**src/rtl/branch_resolve_unit.sv**
```systemverilog
// Branch resolve unit: in-order queue of predicted branches, resolution against
// execute outcomes, gshare training pulses, and flush/redirect on mispredict.
module branch_resolve_unit #(
    parameter int DEPTH        = 4,
    parameter int PC_W         = 32,
    parameter int IDX_W        = 8,
    parameter int FLUSH_CYCLES = 2
) (
    input  logic                       clk,
    input  logic                       rst,
    input  logic                       push_valid,
    output logic                       push_ready,
    input  logic [PC_W-1:0]            push_pc,
    input  logic                       push_pred_taken,
    input  logic [PC_W-1:0]            push_pred_target,
    input  logic                       res_valid,
    output logic                       res_ready,
    input  logic                       res_taken,
    input  logic [PC_W-1:0]            res_target,
    output logic                       update,
    output logic [IDX_W-1:0]           update_address,
    output logic                       branch_taken,
    output logic                       flush,
    output logic [PC_W-1:0]            redirect_pc,
    output logic [$clog2(DEPTH):0]     occupancy,
    output logic [15:0]                branch_cnt,
    output logic [15:0]                mispred_cnt
);
    localparam int AW = $clog2(DEPTH);
    localparam int CW = $clog2(FLUSH_CYCLES + 1);

    typedef enum logic {RUN, RECOVER} state_t;

    typedef struct packed {
        logic [PC_W-1:0] pc;
        logic            pred_taken;
        logic [PC_W-1:0] pred_target;
    } entry_t;

    entry_t          q [DEPTH];
    entry_t          head_e;
    logic [AW-1:0]   head_ptr, tail_ptr;
    logic [AW:0]     count;
    state_t          state, state_nxt;
    logic [CW-1:0]   rec_cnt, rec_cnt_nxt;
    logic            full, empty, push_fire, res_fire, mispred;

    assign full       = (count == (AW+1)'(DEPTH));
    assign empty      = (count == '0);
    assign push_ready = (state == RUN) && !full;
    assign res_ready  = (state == RUN) && !empty && !update;
    assign push_fire  = push_valid && push_ready;
    assign res_fire   = res_valid && res_ready;
    assign head_e     = q[head_ptr];
    assign occupancy  = count;

    // A taken/taken match still mispredicts when the targets disagree.
    assign mispred = res_fire &&
                     ((head_e.pred_taken != res_taken) ||
                      (res_taken && (head_e.pred_target != res_target)));

    always_ff @(posedge clk) begin
        if (rst) begin
            state   <= RUN;
            rec_cnt <= '0;
        end else begin
            state   <= state_nxt;
            rec_cnt <= rec_cnt_nxt;
        end
    end

    always_comb begin
        state_nxt   = state;
        rec_cnt_nxt = '0;
        case (state)
            RUN: begin
                if (mispred) state_nxt = RECOVER;
            end
            RECOVER: begin
                if (rec_cnt == CW'(FLUSH_CYCLES - 1)) state_nxt = RUN;
                else                                  rec_cnt_nxt = rec_cnt + CW'(1);
            end
            default: state_nxt = RUN;
        endcase
    end

    // Entry storage needs no reset; validity is tracked by the pointers.
    always_ff @(posedge clk) begin
        if (push_fire) q[tail_ptr] <= '{pc: push_pc, pred_taken: push_pred_taken,
                                        pred_target: push_pred_target};
    end

    // A mispredict squashes everything queued, including a same-cycle push.
    always_ff @(posedge clk) begin
        if (rst || mispred) begin
            head_ptr <= '0;
            tail_ptr <= '0;
            count    <= '0;
        end else begin
            if (push_fire) tail_ptr <= tail_ptr + AW'(1);
            if (res_fire)  head_ptr <= head_ptr + AW'(1);
            count <= count + (AW+1)'(push_fire) - (AW+1)'(res_fire);
        end
    end

    always_ff @(posedge clk) begin
        if (rst) begin
            update         <= 1'b0;
            flush          <= 1'b0;
            update_address <= '0;
            branch_taken   <= 1'b0;
            redirect_pc    <= '0;
            branch_cnt     <= '0;
            mispred_cnt    <= '0;
        end else begin
            update <= res_fire;
            flush  <= mispred;
            if (res_fire) begin
                update_address <= head_e.pc[IDX_W+1:2];
                branch_taken   <= res_taken;
                if (branch_cnt != 16'hFFFF) branch_cnt <= branch_cnt + 16'd1;
            end
            if (mispred) begin
                redirect_pc <= res_taken ? res_target : head_e.pc + PC_W'(4);
                if (mispred_cnt != 16'hFFFF) mispred_cnt <= mispred_cnt + 16'd1;
            end
        end
    end
endmodule

```
**config.mk**
```make
export PLATFORM = sky130hd
export DESIGN_NAME = branch_resolve_unit
export DESIGN_NICKNAME = d
export VERILOG_FILES = /design/src/rtl/branch_resolve_unit.sv
export SDC_FILE = /design/constraint.sdc
export NUM_CORES = 1
export LEC_CHECK = 0
export ABC_AREA = 0
export ABC_CLOCK_PERIOD_IN_PS = 2870
export BUFFER_PORTS_ARGS = -buffer_cell sky130_fd_sc_hd__buf_2
export CORE_UTILIZATION = 52
export CTS_CLUSTER_DIAMETER = 150
export CTS_CLUSTER_SIZE = 16
export DETAILED_ROUTE_END_ITERATION = 8
export GPL_TIMING_DRIVEN = 0
export PLACE_DENSITY = 0.76
export SETUP_SLACK_MARGIN = 0.5
export SKIP_CTS_REPAIR_TIMING = 1
export SYNTH_ARGS = -nofsm -noshare
export SYNTH_HDL_FRONTEND = slang
export SYNTH_SLANG_ARGS = --single-unit
```
**constraint.sdc**
```tcl
create_clock -name clk -period 2.87 [get_ports clk]
set_clock_uncertainty 0.2 [all_clocks]
set_input_delay 0.4305 -clock clk [delete_from_list [all_inputs] [get_ports clk]]
set_output_delay 0.4305 -clock clk [all_outputs]
set_load 0.01 [all_outputs]
```
# Word-level counts from Yosys, hierarchy flattened
# Memory sizes are Yosys's and may differ from the RTL's. A register that Yosys moved wholly into a read port is not among the register bits.
# Index checks and enable logic that the tools add are counted.
[totals]
ff_bits = 85
latch_bits = 0
ram_bits = 260
rom_bits = 0
inputBits = 102
out_inout_bits = 80
word_cells = 52
memories = 1
[mem_list]
columns = ["name", "words", "width", "read_ports", "rd_clocked_by_memory_dff", "wr", "line", "text"]
rows = [
  ["q", 4, 65, 1, 1, 1, "40", "entry_t q [DEPTH];"],
]
[op_classes]
n_addsub = 8
n_mul = 0
div_mod_pow = 0
order_cmp = 0
n_eq_ne = 6
shifts = 0
muxes = 8
n_bitwise = 1
reduce_logical = 16
[op_table]
columns = ["cell", "count"]
rows = [
  ["$add 16x1->16 const B", 2],
  ["$add 32x3->32 const B", 1],
  ["$mux 32", 1],
  ["$ne 16x16->1 const B", 2],
  ["$ne 32x32->1", 1],
  ["$logic_and 1x1->1", 7],
  ["$add 2x1->2 const B", 3],
  ["$mux 1", 4],
  ["$mux 2", 2],
  ["$reduce_and 2->1", 2],
  ["$add 3x1->3", 1],
  ["$eq 3x3->1 const B", 1],
  ["$logic_not 1->1", 3],
  ["$logic_not 3->1", 1],
  ["$reduce_or 3->1", 1],
  ["$sub 3x1->3", 1],
  ["$eq 2x1->1 const B", 1],
  ["$logic_or 1x1->1", 2],
  ["$pmux 1 s2", 1],
  ["$ne 1x1->1", 1],
  ["$not 1->1", 1],
]

# Logic depth before layout (Yosys ltp)
# Gate-level depths: netlist of run 1.
[depth]
depth_word = 8
ltp_mapped = 14
ltp_nobuf = 12

# Worst setup path before layout of run 1
# No wires, ideal clock.
[synth_timing]
kind = "flip-flop to flip-flop"
start = "register count[1], in the netlist occupancy[1]"
end = "memory q[0][0] (netlist name) (enable)"
setup_time_ps = 430
arrival_time_ps = 2521
t_required_ps = 2240
slack_ps = -282
stages_incl_launch_ff = 4
path_buffers = 0
synth_period_minus_slack_ps = 3152
cell_sequence = "dfxtp_1 -> nor2_1 -> a21oi_1 -> and3_1"
[synth_via]
elab_chain_cells = 6
[synth_lines]
columns = ["item", "line", "text"]
rows = [
  ["start, declared", "43", "logic [AW:0] count;"],
  ["start signal, assigned", "102", "count <= count + (AW+1)'(push_fire) - (AW+1)'(res_fire);"],
  ["$eq 3x3->1", "48", "assign full = (count == (AW+1)'(DEPTH));"],
  ["$logic_not 1->1", "50", "assign push_ready = (state == RUN) && !full;"],
  ["$logic_and 1x1->1", "50", ""],
  ["via push_ready", "12", "output logic push_ready,"],
  ["$logic_and 1x1->1", "52", "assign push_fire = push_valid && push_ready;"],
  ["$mux 1", "89", "if (push_fire) q[tail_ptr] <= '{pc: push_pc, pred_taken: push_pred_taken,"],
  ["$mux 1 (implied by the code)", "89", ""],
  ["end, declared", "40", ""],
]
# The timed path passes the listed nets, and every way through them passes these cells.

==> reports/metrics.cfg, run 1 <==
[timing]
setup_ws_ps = -417
finalCritPeriodShare_pct = 115
final.min_clock_period_ps = 3290
tightest_slew_ps = 948
drv_slew = 0
tns_ps = -19120
setup_viol = 59
fin_hold_ws_ps = 17.7
max_freq_mhz = 304
grt_setup_unrepaired = true
max_slew_margin_pct = 36.5
final_hold_viol_count = 0

[grt]
grt_max_degree = 66
grt_pass1_wl_um = 50500
antenna_found_initial = 3
overflow = 0
grt_usage_pct = 23.9
grt_pass1_vias = 8702

[cells_and_area]
drive_gt1_share_pct = 30.4
fin_util_pct = 66.5
area_delta_synth_final_pct = 24.8
finalInstanceArea_sq_um = 18000
fill_cells = 1912
fin_nets = 1393

[drt]
via_count = 9619
first_pass_iters = 5
routed_wl_um = 36900
viasPerCell = 5.75
drc = 0
ant_nets = 0
drt_iter0_markers = 943
wl_per_cell_um = 22.1

[clock_network]
clock-root-buffer = clkbuf_16
cts-buffers-inserted = 25
clk_pin_slew_worst_paths_ps = 80
clk_latency_ps = 560
htree_levels = 1
cts_sinks = 347
cts_tree = done
clockBufferDepth = 3

[floorplan]
ios = 182
die_w_um = 169
std_cell_rows = 60
die-area_sq_um = 28400
initial_core_util_pct = 53.3
fp.dieH_um = 169
core_sq_um = 27100

[critical_path]
required_ps = 3120
rrSetupSlack_ps = -420
worst_ep_arrival_time_ps = 3540
crit_cells = 11
cp-end-kind = flip-flop
reg2regPathDepth = 11
crit_path_cell_trace = buf_12 > mux4_2 > xor2_2 > nor4_4 > o211ai_1 > and4b_2 > buf_6 > or2_4 > buf_4 > nor4_1 > o221a_2
slowest_delay_ps = 540
slowest_stage = mux4_2
r2r-end = mispred_cnt[14]
worst_setup_path_start_kind = flip-flop
critical_path.top_delay_family = simple AND/OR/NAND/NOR gates
crit_buf_inv = 3
cp_max_fo = 5
crit_type = flip-flop to flip-flop

[status]
outcome = finished, violations left
violations = negative setup slack

[logic_synthesis]
syn-num-nets = 1079
syn_area_sq_um = 14400
yosysSeqAreaShare_pct = 66.1
synth_top_family_by_area = multiplexers
yosys.area_share.simple_pct = 9.38
yosysUniqueCellTypes = 72
yosys_warnings = 0
yosys-mux-area-fraction_pct = 12.1
synthArstFlopShare_pct = 0
synth_xor_area_share_pct = 4.49
netlist_top_cells_area = edfxtp_1, dfxtp_1, mux4_2
syn_avg_cell_area_sq_um = 14.9
synth_flop_cell = edfxtp_1
synth_compound_area_share_pct = 4.28
synth_top_cell_area_share_pct = 54.1
yosys.area.top_type = edfxtp_1
yosys.area_share.adder_pct = 1.01
synth_edf_count = 260
synth_seq_cells = 347
synthCells = 966

[worst_hold_path]
min_path_type = input port to flip-flop
whs_path_depth = 3
min_to = redirect_pc[28]
min_from = res_target[28]

[power_and_ir_drop]
max-vdd-ir-drop_mv = 0.579
total_power_mw = 14.6
power.density_nw_per_um2 = 811
power_leakage_nw = 6.38

[flow_run]
drv_cap = 0

[placement]
place_congestion = 0.872
place_area_sq_um = 15900
dp_hpwl_um = 24100
port_buffers = 179

[Yosys cell counts, drive strengths merged (23+ instances only)]
cell / n
xnor2: 41
mux2i: 38
xor2: 33
nand2: 79
edfxtp: 260
dfxtp: 87
o21ai: 30
mux4: 55
inv: 23
nand3: 42
buf: 23
a21oi: 40
nor2: 70
[per-stage QoR]
step                      worst slack, ps  cells
after floorplan                      18.2    966
after global placement               -778   1517
after detailed placement             -793   1517
after CTS                            -812   1563
after global routing                 -483   1672
final                                -417   1672
[worst max path at each step]
stage | start | endpoint | slack, ps
floorplan | flip-flop | mispred_cnt[5] | 20
global placement | flip-flop | flip-flop | -780
CTS | flip-flop | flip-flop | -810
global route | flip-flop | mispred_cnt[14] | -480
finish | flip-flop | mispred_cnt[14] | -420
detailed placement | flip-flop | head_ptr[1] | -790
[cells by family after synthesis]
kind of cell    after synthesis
simple gates                268
mux                         100
fa+ha+maj                    11
buf+inv                      64
compound gates              102
flops                       347
xor+xnor                     74
[tightest hold or removal path: cells and delay by family]
kind                   cells  cell delay [ps]
buffers and inverters      1               90
AO/OA/AOI/OAI              2              210
[area by class of cell]
cell class / instances / area [sq um] / share of cell area [%]
clock buffers: 44 / 697 / 3.87
diodes: 1 / 2.50 / 0.0139
repair buffers: 283 / 1940 / 10.7
plain buffers: 40 / 377 / 2.09
well taps: 372 / 465 / 2.58
inverters: 24 / 90.1 / 0.500
flip-flops and latches: 347 / 9560 / 53.0
multi-input cells: 559 / 4880 / 27.1
clock inverters: 2 / 26.3 / 0.146
[layout by cell type (no fill, tap or decap), types with 6 or more instances in the layout]
master / n
edfxtp_1: 260
buf_2: 181
dfxtp_1: 84
nand2_1: 74
dlygate4sd3_1: 65
nor2_1: 61
mux4_2: 50
nand3_1: 41
xnor2_1: 39
mux2i_1: 36
clkbuf_1: 35
buf_4: 34
a21oi_1: 32
xor2_1: 32
clkbuf_16: 28
o21ai_0: 24
inv_1: 22
nand4_1: 10
buf_12: 10
buf_6: 9
ha_1: 9
and3_4: 8
a21oi_2: 7
nor3_1: 7
nor2_4: 6
or3_1: 6
nor4_1: 6
o21ai_1: 6
[report_power, final]
part	switching (mW)	internal, mW	leakage, nW
registers	0.329	6.22	3.09
clock network	1.68	1.66	0.345
logic	2.57	2.16	2.95
[metal layers]
| metal | vias to the layer above | wire length, um | GRT usage (%) | part of all wire, % |
|---|---|---|---|---|
| met5 | - | 24 | 0 | 0.065 |
| met4 | 4 | 1110 | 8.54 | 3.0 |
| met1 | 4761 | 15200 | 33.2 | 41 |
| li1 | 4302 | - | - | - |
| met3 | 74 | 2960 | 3.95 | 8.0 |
| met2 | 478 | 17600 | 38.4 | 48 |
[sequential cells by signal, indices dropped and copies added, names as in the netlist, named ones only]
| signal | cells |
|---|---|
| q | 260 |
| redirect_pc | 32 |
| branch_cnt | 16 |
| mispred_cnt | 16 |
| update_address | 8 |
| occupancy | 3 |
| head_ptr | 2 |
| rec_cnt | 2 |
| tail_ptr | 2 |
| branch_taken | 1 |
| flush | 1 |
| state | 1 |
| update | 1 |
Power figures use the tool's default switching activity.
==> run 2, diff against run 1 <==
Settings changed: RECOVER_POWER from default to 25.
==> run 2 against run 1 <==
- the run still ends with negative setup slack left
- utilization fell by 0.19 points
- register-to-register slack hardly changed
- count of clock-buffer cells in the layout unchanged
- critical path depth stayed put
- routed wire length decreased by 0.30%
- clock power barely moved
- sequential share of layout area is 0.16 points higher
- critical endpoint unchanged
==> reports/metrics.cfg, run 2 (synthesized netlist as in run 1, its figures left out) <==
[critical_path]
worst_ep_arrival_time_ps = 3540
slowest_delay_ps = 540
required_ps = 3130
worst_setup_path_start_kind = flip-flop
cp-end-kind = flip-flop
cp_max_fo = 5
slowest_stage = mux4_2
critical_path.top_delay_family = simple AND/OR/NAND/NOR gates
crit_type = flip-flop to flip-flop
crit_path_cell_trace = buf_12 > mux4_2 > xor2_2 > nor4_4 > o211ai_1 > and4b_2 > buf_6 > or2_4 > buf_4 > nor4_1 > o221a_2
crit_buf_inv = 3

[clock_network]
cts_sinks = 347
cts-buffers-inserted = 25
clk_latency_ps = 560
clk_pin_slew_worst_paths_ps = 80
cts_tree = done
htree_levels = 1
clock-root-buffer = clkbuf_16
clockBufferDepth = 3

[cells_and_area]
mostFrequentLayoutCell = edfxtp_1
top_register = q
largest_register_ffs = 260
area_delta_synth_final_pct = 24.5
fin_nets = 1393
multi_input_area_sq_um = 4880
fill_cells = 1933
drive_gt1_share_pct = 27.2
final_cell_mix = edfxtp_1, buf_2, dfxtp_1
regArea_sq_um = 9560
top_regs = q x260, redirect_pc x32
fin_util_pct = 66.3

[placement]
port_buffers = 179
dp_slack_ps = -793
place_congestion = 0.872
dp_hpwl_um = 24100

[flow_run]
drv_cap = 0

[power_and_ir_drop]
total_power_mw = 14.6
max-vdd-ir-drop_mv = 0.578
power.density_nw_per_um2 = 813
power_leakage_nw = 6.26

[status]
violations = negative setup slack
outcome = finished, violations left

[grt]
grt_pass1_vias = 8702
antenna_found_initial = 3
grt_usage_pct = 23.9
grt_pass1_wl_um = 50500
overflow = 0
grt_max_degree = 66

[drt]
viasPerCell = 5.72
ant_nets = 0
first_pass_iters = 5
routed_wl_um = 36800
drt_iter0_markers = 905
via_count = 9565
wl_per_cell_um = 22.0
drc = 0

[floorplan]
fp.dieH_um = 169
ios = 182
die-area_sq_um = 28400
std_cell_rows = 60
initial_core_util_pct = 53.3
die_w_um = 169
core_sq_um = 27100

[timing]
max_freq_mhz = 304
fin_hold_ws_ps = 22.7
tightest_slew_ps = 933
setup_viol = 59
finalCritPeriodShare_pct = 115
final.min_clock_period_ps = 3290
final_hold_viol_count = 0
max_slew_margin_pct = 37.4
setup_ws_ps = -419
drv_slew = 0
grt_setup_unrepaired = true

[worst_hold_path]
min_path_type = input port to flip-flop

==> run 2: cell count changes in the layout (fill, tap and decap cells not counted), sizes merged <==
cell    before  now
clkbuf      63  105
buf        239  197
==> run 2: layout make-up <==
class | count | area share (%)
Buffer | 40 | 2.10
Clock buffer | 44 | 3.88
Multi-Input combinational cell | 559 | 27.1
Timing Repair Buffer | 283 | 10.5
Sequential cell | 347 | 53.2
Tap cell | 372 | 2.59
Clock inverter | 2 | 0.146
Antenna cell | 1 | 0.0139
Inverter | 24 | 0.501
==> run 2: per-layer routing <==
| layer | vias up | track usage [%] | share of wire, % |
|---|---|---|---|
| li1 | 4299 | - | - |
| met2 | 436 | 38.4 | 48 |
| met5 | - | 0 | 0.071 |
| met4 | 4 | 8.54 | 3.0 |
| met1 | 4755 | 33.2 | 41 |
| met3 | 71 | 3.95 | 7.8 |
==> run 2: worst register-to-register path, cell delays in order, from the launching register on <==
cell      delay [ps]
dfxtp_4          400
buf_12           140
mux4_2           540
xor2_2           210
nor4_4           380
o211ai_1         140
and4b_2          350
buf_6            140
or2_4            140
buf_4            180
nor4_1            80
o221a_2          280
==> run 2: per-stage QoR <==
| stage | instance area, sq um | cells | TNS (ps) |
|---|---|---|---|
| 6_report | 18000 | 1672 | -19250 |
| 3_3_place_gp | 15900 | 1517 | -34650 |
| 4_1_cts | 16600 | 1563 | -35330 |
| 2_1_floorplan | 14500 | 966 | 0 |
| 5_1_grt | 18000 | 1672 | -23630 |
| 3_5_place_dp | 15900 | 1517 | -34530 |
==> run 2: path summary, 6_finish.rpt <==
kind                                      from         endpoint  slack, ps  depth (start not counted)
worst max-delay path                 flip-flop  mispred_cnt[14]       -420                         11
worst min-delay path            res_target[16]  redirect_pc[16]         20                          3
worst max register to register       flip-flop  mispred_cnt[14]       -420                         11
worst min register to register      rec_cnt[0]       rec_cnt[0]        220                          1
==> run 2: report_power, final <==
part           switching (mW)  total [mW]  internal (mW)
registers               0.329        6.55           6.22
logic                    2.57        4.73           2.16
clock network            1.68        3.34           1.66
